### config.mk
export PLATFORM = sky130hd
export DESIGN_NAME = trace_change_replay
export DESIGN_NICKNAME = d
export VERILOG_FILES = /design/src/rtl/trace_change_replay.sv
export SDC_FILE = /design/constraint.sdc
export NUM_CORES = 1
export LEC_CHECK = 0
export BUFFER_PORTS_ARGS = -buffer_cell sky130_fd_sc_hd__buf_2
export CAP_MARGIN = 20
export CORE_UTILIZATION = 50
export DETAILED_ROUTE_END_ITERATION = 12
export PLACE_DENSITY = 0.73
export SKIP_CTS_REPAIR_TIMING = 1
export SLEW_MARGIN = 20
export SYNTH_ARGS = -nofsm -noshare
export SYNTH_HDL_FRONTEND = slang
export SYNTH_SLANG_ARGS = --single-unit
### constraint.sdc
create_clock -name clk -period 5 [get_ports clk]
set_input_delay 1.25 -clock clk [delete_from_list [all_inputs] [get_ports clk]]
set_output_delay 1.25 -clock clk [all_outputs]
set_load 0.01 [all_outputs]
### src/rtl/trace_change_replay.sv
// trace_change_replay
//
// Reader end of the trace value-change stream. It consumes change and time
// records, keeps a shadow image of every traced 1-bit signal, and emits one
// combined frame for each timestamp that had at least one real value change.
//
// Ports:
//   clk, rst_n     clock (posedge) and asynchronous active-low reset
//   in_valid       record present
//   in_ready       record accepted when in_valid && in_ready
//   in_kind        0 = change record, 1 = time record
//   in_data        time record: timestamp
//                  change record: [IDW-1:0] id, [IDW] new value
//   flush          emit the pending frame without a new timestamp
//   frame_valid    frame available
//   frame_ready    frame consumed when frame_valid && frame_ready
//   frame_time     timestamp the frame belongs to
//   frame_bits     full signal image at the end of frame_time
//   frame_changes  real value changes combined into the frame (saturating)
//   err_no_time    sticky: change record before any time record
//   err_bad_id     sticky: change record with id >= NSIG
//   err_time_order sticky: time record not later than the current time
module trace_change_replay #(
  parameter int NSIG = 300,
  parameter int IDW  = $clog2(NSIG),
  parameter int TW   = 32,
  parameter int CW   = 16
) (
  input  logic            clk,
  input  logic            rst_n,
  input  logic            in_valid,
  output logic            in_ready,
  input  logic            in_kind,
  input  logic [TW-1:0]   in_data,
  input  logic            flush,
  output logic            frame_valid,
  input  logic            frame_ready,
  output logic [TW-1:0]   frame_time,
  output logic [NSIG-1:0] frame_bits,
  output logic [CW-1:0]   frame_changes,
  output logic            err_no_time,
  output logic            err_bad_id,
  output logic            err_time_order
);

  localparam logic [1:0] S_IDLE    = 2'd0;
  localparam logic [1:0] S_COLLECT = 2'd1;
  localparam logic [1:0] S_EMIT    = 2'd2;

  localparam logic [IDW:0]  NSIG_W  = NSIG[IDW:0];
  localparam logic [CW-1:0] CNT_ONE = CW'(1);

  logic [1:0]      state_q, state_d;
  logic [NSIG-1:0] shadow_q, shadow_d;
  logic [TW-1:0]   cur_time_q, cur_time_d;
  logic [CW-1:0]   count_q, count_d;
  logic [TW-1:0]   ftime_q, ftime_d;
  logic [CW-1:0]   fchg_q, fchg_d;
  logic            err_no_time_q, err_no_time_d;
  logic            err_bad_id_q, err_bad_id_d;
  logic            err_order_q, err_order_d;

  logic            accept;
  logic            is_time;
  logic            is_change;
  logic [IDW-1:0]  chg_id;
  logic            chg_val;
  logic            id_ok;

  assign in_ready  = (state_q != S_EMIT);
  assign accept    = in_valid && in_ready;
  assign is_time   = accept && in_kind;
  assign is_change = accept && !in_kind;
  assign chg_id    = in_data[IDW-1:0];
  assign chg_val   = in_data[IDW];
  assign id_ok     = ({1'b0, chg_id} < NSIG_W);

  always_comb begin
    state_d       = state_q;
    shadow_d      = shadow_q;
    cur_time_d    = cur_time_q;
    count_d       = count_q;
    ftime_d       = ftime_q;
    fchg_d        = fchg_q;
    err_no_time_d = err_no_time_q;
    err_bad_id_d  = err_bad_id_q;
    err_order_d   = err_order_q;

    case (state_q)
      S_IDLE: begin
        if (is_time) begin
          cur_time_d = in_data;
          state_d    = S_COLLECT;
        end else if (is_change) begin
          err_no_time_d = 1'b1;
        end
      end

      S_COLLECT: begin
        if (is_change) begin
          if (!id_ok) begin
            err_bad_id_d = 1'b1;
          end else if (shadow_q[chg_id] != chg_val) begin
            shadow_d[chg_id] = chg_val;
            if (count_q != '1) begin
              count_d = count_q + CNT_ONE;
            end
          end
        end

        if (is_time) begin
          // A time record in the same cycle as flush takes precedence.
          if (in_data <= cur_time_q) begin
            err_order_d = 1'b1;
          end else begin
            cur_time_d = in_data;
            if (count_q != '0) begin
              ftime_d = cur_time_q;
              fchg_d  = count_q;
              count_d = '0;
              state_d = S_EMIT;
            end
          end
        end else if (flush && (count_d != '0)) begin
          // count_d already includes a change accepted this same cycle.
          ftime_d = cur_time_q;
          fchg_d  = count_d;
          count_d = '0;
          state_d = S_EMIT;
        end
      end

      S_EMIT: begin
        if (frame_ready) begin
          state_d = S_COLLECT;
        end
      end

      default: state_d = S_IDLE;
    endcase
  end

  always_ff @(posedge clk or negedge rst_n) begin
    if (!rst_n) begin
      state_q       <= S_IDLE;
      shadow_q      <= '0;
      cur_time_q    <= '0;
      count_q       <= '0;
      ftime_q       <= '0;
      fchg_q        <= '0;
      err_no_time_q <= 1'b0;
      err_bad_id_q  <= 1'b0;
      err_order_q   <= 1'b0;
    end else begin
      state_q       <= state_d;
      shadow_q      <= shadow_d;
      cur_time_q    <= cur_time_d;
      count_q       <= count_d;
      ftime_q       <= ftime_d;
      fchg_q        <= fchg_d;
      err_no_time_q <= err_no_time_d;
      err_bad_id_q  <= err_bad_id_d;
      err_order_q   <= err_order_d;
    end
  end

  // Input is stalled during EMIT, so the shadow is the frame image.
  assign frame_valid    = (state_q == S_EMIT);
  assign frame_bits     = shadow_q;
  assign frame_time     = ftime_q;
  assign frame_changes  = fchg_q;
  assign err_no_time    = err_no_time_q;
  assign err_bad_id     = err_bad_id_q;
  assign err_time_order = err_order_q;

endmodule

==> flow_metrics.env <==
export IMPL_p_clk_frac=0.363
export IMPL_endpoint_kind="register"
export IMPL_cts_buffers=44
export IMPL_synth_ff_type="dfrtp_1"
export IMPL_antenna_left=0
export IMPL_grt_max_degree=117
export IMPL_nFillCells=3175
export IMPL_vias=17300
export IMPL_crit_start="in_data[0]"
export IMPL_combPwrFrac=0.228
export IMPL_yosys_warnings=0
export IMPL_fmaxAchievable_mhz=206
export IMPL_p_per_area_nw_per_um2=378
export IMPL_switchingPower_w=0.00283
export IMPL_relSlewSlack=0.299
export IMPL_grt_antenna_before_repair=2
export IMPL_core_area_um2=39700
export IMPL_ys_seq_area_frac=0.498
export IMPL_synth_largest_area_cell="dfrtp_1"
export IMPL_ctsRootBufferMaster="clkbuf_16"
export IMPL_hp_class="reg2reg"
export IMPL_hold_viol_final=0
export IMPL_grt_first_pass_wirelength_um=105000
export IMPL_io_buffers=390
export IMPL_ir_drop_mv=0.266
export IMPL_ys_async_sr_fraction=1.00
export IMPL_worst_setup_path_start_kind="input port"
export IMPL_dp_slack_ns=-0.370
export IMPL_swShare=0.300
export IMPL_hpwlAfterDp_um=48700
export IMPL_fin_area_um2=25000
export IMPL_yosys_top_cells_area="dfrtp_1, o31ai_1, mux4_2"
export IMPL_io_pins=391
export IMPL_vias_per_cell=6.24
export IMPL_multi_input_area_um2=9190
export IMPL_die_h_um=203
export IMPL_grt_use_total=0.336
export IMPL_first_global_vias=17000
export IMPL_reg2reg_slack_ns=0.62
export IMPL_ff2ff_path_depth=15
export IMPL_wl_per_cell_um=24.9
export IMPL_crit_arrival_ns=5.30
export IMPL_grt_ovfl_total=0
export IMPL_dr_pass1_iters=5
export IMPL_drt_initial_drc_count=1570
export IMPL_die_x_um=203
export IMPL_netlist_instances=1836
export IMPL_fin_ws_ns=0.152
export IMPL_gp_congestion=0.943
export IMPL_synth_fp_nets=1908
export IMPL_cp_required_ns=5.45
export IMPL_setup_worst_path_end="frame_changes[10]$_DFFE_PN0P_"
export IMPL_die_area_um2=41100
export IMPL_clk_pin_slew_ns=0.06
export IMPL_clock_latency_ns=0.57
export IMPL_rsz0062_at_grt="no"
export IMPL_internal_power_w=0.00659
export IMPL_drv_cap=0
export IMPL_r2r_start="frame_bits[15]$_DFFE_PN0P_"
export IMPL_report_final_slew_viol_count=0
export IMPL_syn_to_final_growth_pct=23.7
export IMPL_synth_edf_count=0
export IMPL_skew_ns=0.0139
export IMPL_netlist_area_leader_share=0.498
export IMPL_synth_cell_type_count=63
export IMPL_worst_pin_slew_ns=1.05
export IMPL_antennaDiodeCount=0
export IMPL_cts_sinks=401
export IMPL_min_period_over_period=0.970
export IMPL_fin_crit_ns=4.85
export IMPL_htree_levels=2
export IMPL_avgSynthCellArea_um2=11.0
export IMPL_syn_cell_area_um2=20200
export IMPL_seq_power_share=0.409
export IMPL_setup_viol_count_final=0
export IMPL_drive_gt1_frac=0.339
export IMPL_cts_tree="yes"
export IMPL_dpl_cell_area_um2=23400
export IMPL_initial_core_util=0.508
export IMPL_ys_ff_latch=401
export IMPL_regArea_um2=10000
export IMPL_critical_path_class="in2reg"
export IMPL_nets=2293
export IMPL_worstPathMaxFanout=9
export IMPL_clock_path_buffers=3
export IMPL_r2r_end="frame_changes[10]$_DFFE_PN0P_"
export IMPL_status="finished, final reports clean"
export IMPL_route_detailed_drc=0
export IMPL_leakagePower_nw=12.2
export IMPL_num_rows=73
export IMPL_drt_wl_total_um=69300
[synth_stat cells (8+ instances only)]
cell type and instances:
buf_2 11, a21o_1 12, nor2b_1 12, buf_4 11, mux4_2 62, a22oi_1 20
nor4_1 10, and2_1 8, mux2_2 86, clkbuf_1 147, ha_1 34, nand2_1 88
xnor2_1 9, mux2_1 37, a21oi_1 16, a22o_1 10, mux2i_1 55, nand4_1 16
dfrtp_1 401, o21ai_0 267, o31ai_1 232, nor3_1 14, o21a_1 8, nand3_1 23
nor2_1 113, inv_1 55
[per-stage QoR]
step	instances	utilization	hold slack (ns)	TNS [ns]	total power, W
finish	2776	0.628	0.458	0	0.00942
global placement	2700	0.590	0.442	-47.96	0.00597
floorplan	1836	-	0.458	0	0.00515
CTS	2776	0.628	0.460	0	0.00946
detailed placement	2700	0.590	0.447	-75.73	0.00604
global route	2776	0.628	0.479	0	0.00983
[logic make-up (layout without fill, tap and decap cells)]
| group | Yosys count | after routing | share of synthesized area |
|---|---|---|---|
| compound gates | 600 | 600 | 0.190 |
| flops | 401 | 401 | 0.498 |
| simple gates | 311 | 311 | 0.0704 |
| mux | 240 | 240 | 0.165 |
| buf+inv | 236 | 651 | 0.0497 |
| fa+ha+maj | 34 | 34 | 0.0211 |
| xor+xnor | 14 | 14 | 0.00608 |
[final cells by class]
| cell class | instances | area share |
|---|---|---|
| multi-input cells | 1199 | 0.368 |
| flip-flops and latches | 401 | 0.402 |
| clock buffers | 59 | 0.0504 |
| repair buffers | 519 | 0.134 |
| well taps | 525 | 0.0263 |
| clock inverters | 17 | 0.00973 |
| inverters | 56 | 0.00862 |
[worst max-delay path: stages]
cell       delay, ns
buf_4           0.15
mux4_2          0.52
mux4_2          0.54
a22oi_1         0.22
nand3_1         0.12
a2111oi_2       0.39
buf_4           0.19
a31oi_1         0.08
o21ai_2         0.18
and3_4          0.23
mux2i_1         0.24
a41oi_1         0.14
a221o_2         0.37
nand2_4         0.11
buf_4           0.20
mux2_1          0.34
[flip-flops by register name, summed over array words and instances (netlist names)]
signal          cells
count_q            16
cur_time_q         32
err_bad_id          1
err_no_time         1
err_time_order      1
frame_bits        300
frame_changes      16
frame_time         32
state_q             2
[cells in the final DEF, fill, tap and decap left out, types with 5 or more instances in the layout]
cell type	count
nor4_1	9
a22o_1	10
a21oi_1	16
clkbuf_8	8
nand4_1	16
inv_1	55
o21a_1	8
mux2i_1	55
and2_1	8
nand2b_1	7
buf_2	387
mux2_1	37
xor2_1	5
mux4_2	62
buf_4	96
clkbuf_1	6
dfrtp_1	401
o21ai_0	267
and3_1	6
bufinv_16	6
nand2_1	88
a31oi_1	6
a21o_1	12
nor3_1	14
a22oi_1	20
mux2_2	86
xnor2_1	9
nor2b_1	11
clkbuf_16	45
buf_12	33
nor2_1	112
o31ai_1	232
clkinv_2	9
nand3_1	17
nand3_2	7
ha_1	34
[worst min-delay path by stage]
stage / start / end / slack (ns) / cells past startpoint
2_1_floorplan: cur_time_q[10]$_DFFE_PN0P_ / frame_time[10]$_DFFE_PN0P_ / 0.46 / 1
4_1_cts: err_no_time$_DFFE_PN0P_ / err_no_time$_DFFE_PN0P_ / 0.46 / 1
3_3_place_gp: err_no_time$_DFFE_PN0P_ / err_no_time$_DFFE_PN0P_ / 0.44 / 1
5_1_grt: err_no_time$_DFFE_PN0P_ / err_no_time$_DFFE_PN0P_ / 0.48 / 1
3_5_place_dp: err_no_time$_DFFE_PN0P_ / err_no_time$_DFFE_PN0P_ / 0.45 / 1
6_report: err_no_time$_DFFE_PN0P_ / err_no_time$_DFFE_PN0P_ / 0.46 / 1
[metal layers]
metal	vias up	share of wire	GRT usage
met5	-	0.00025	0
met2	865	0.47	0.532
met4	4	0.041	0.151
met1	8726	0.39	0.437
li1	7580	-	-
met3	156	0.095	0.0844
[power groups by stage]
stage	Clock, W	Sequential (W)	Combinational, W
after floorplan	0	0.00391	0.00124
after global placement	0	0.00389	0.00208
after detailed placement	0	0.00391	0.00213
after CTS	0.00346	0.00385	0.00215
after global routing	0.00360	0.00389	0.00235
final	0.00342	0.00385	0.00215
Power figures use the tool's default switching activity.
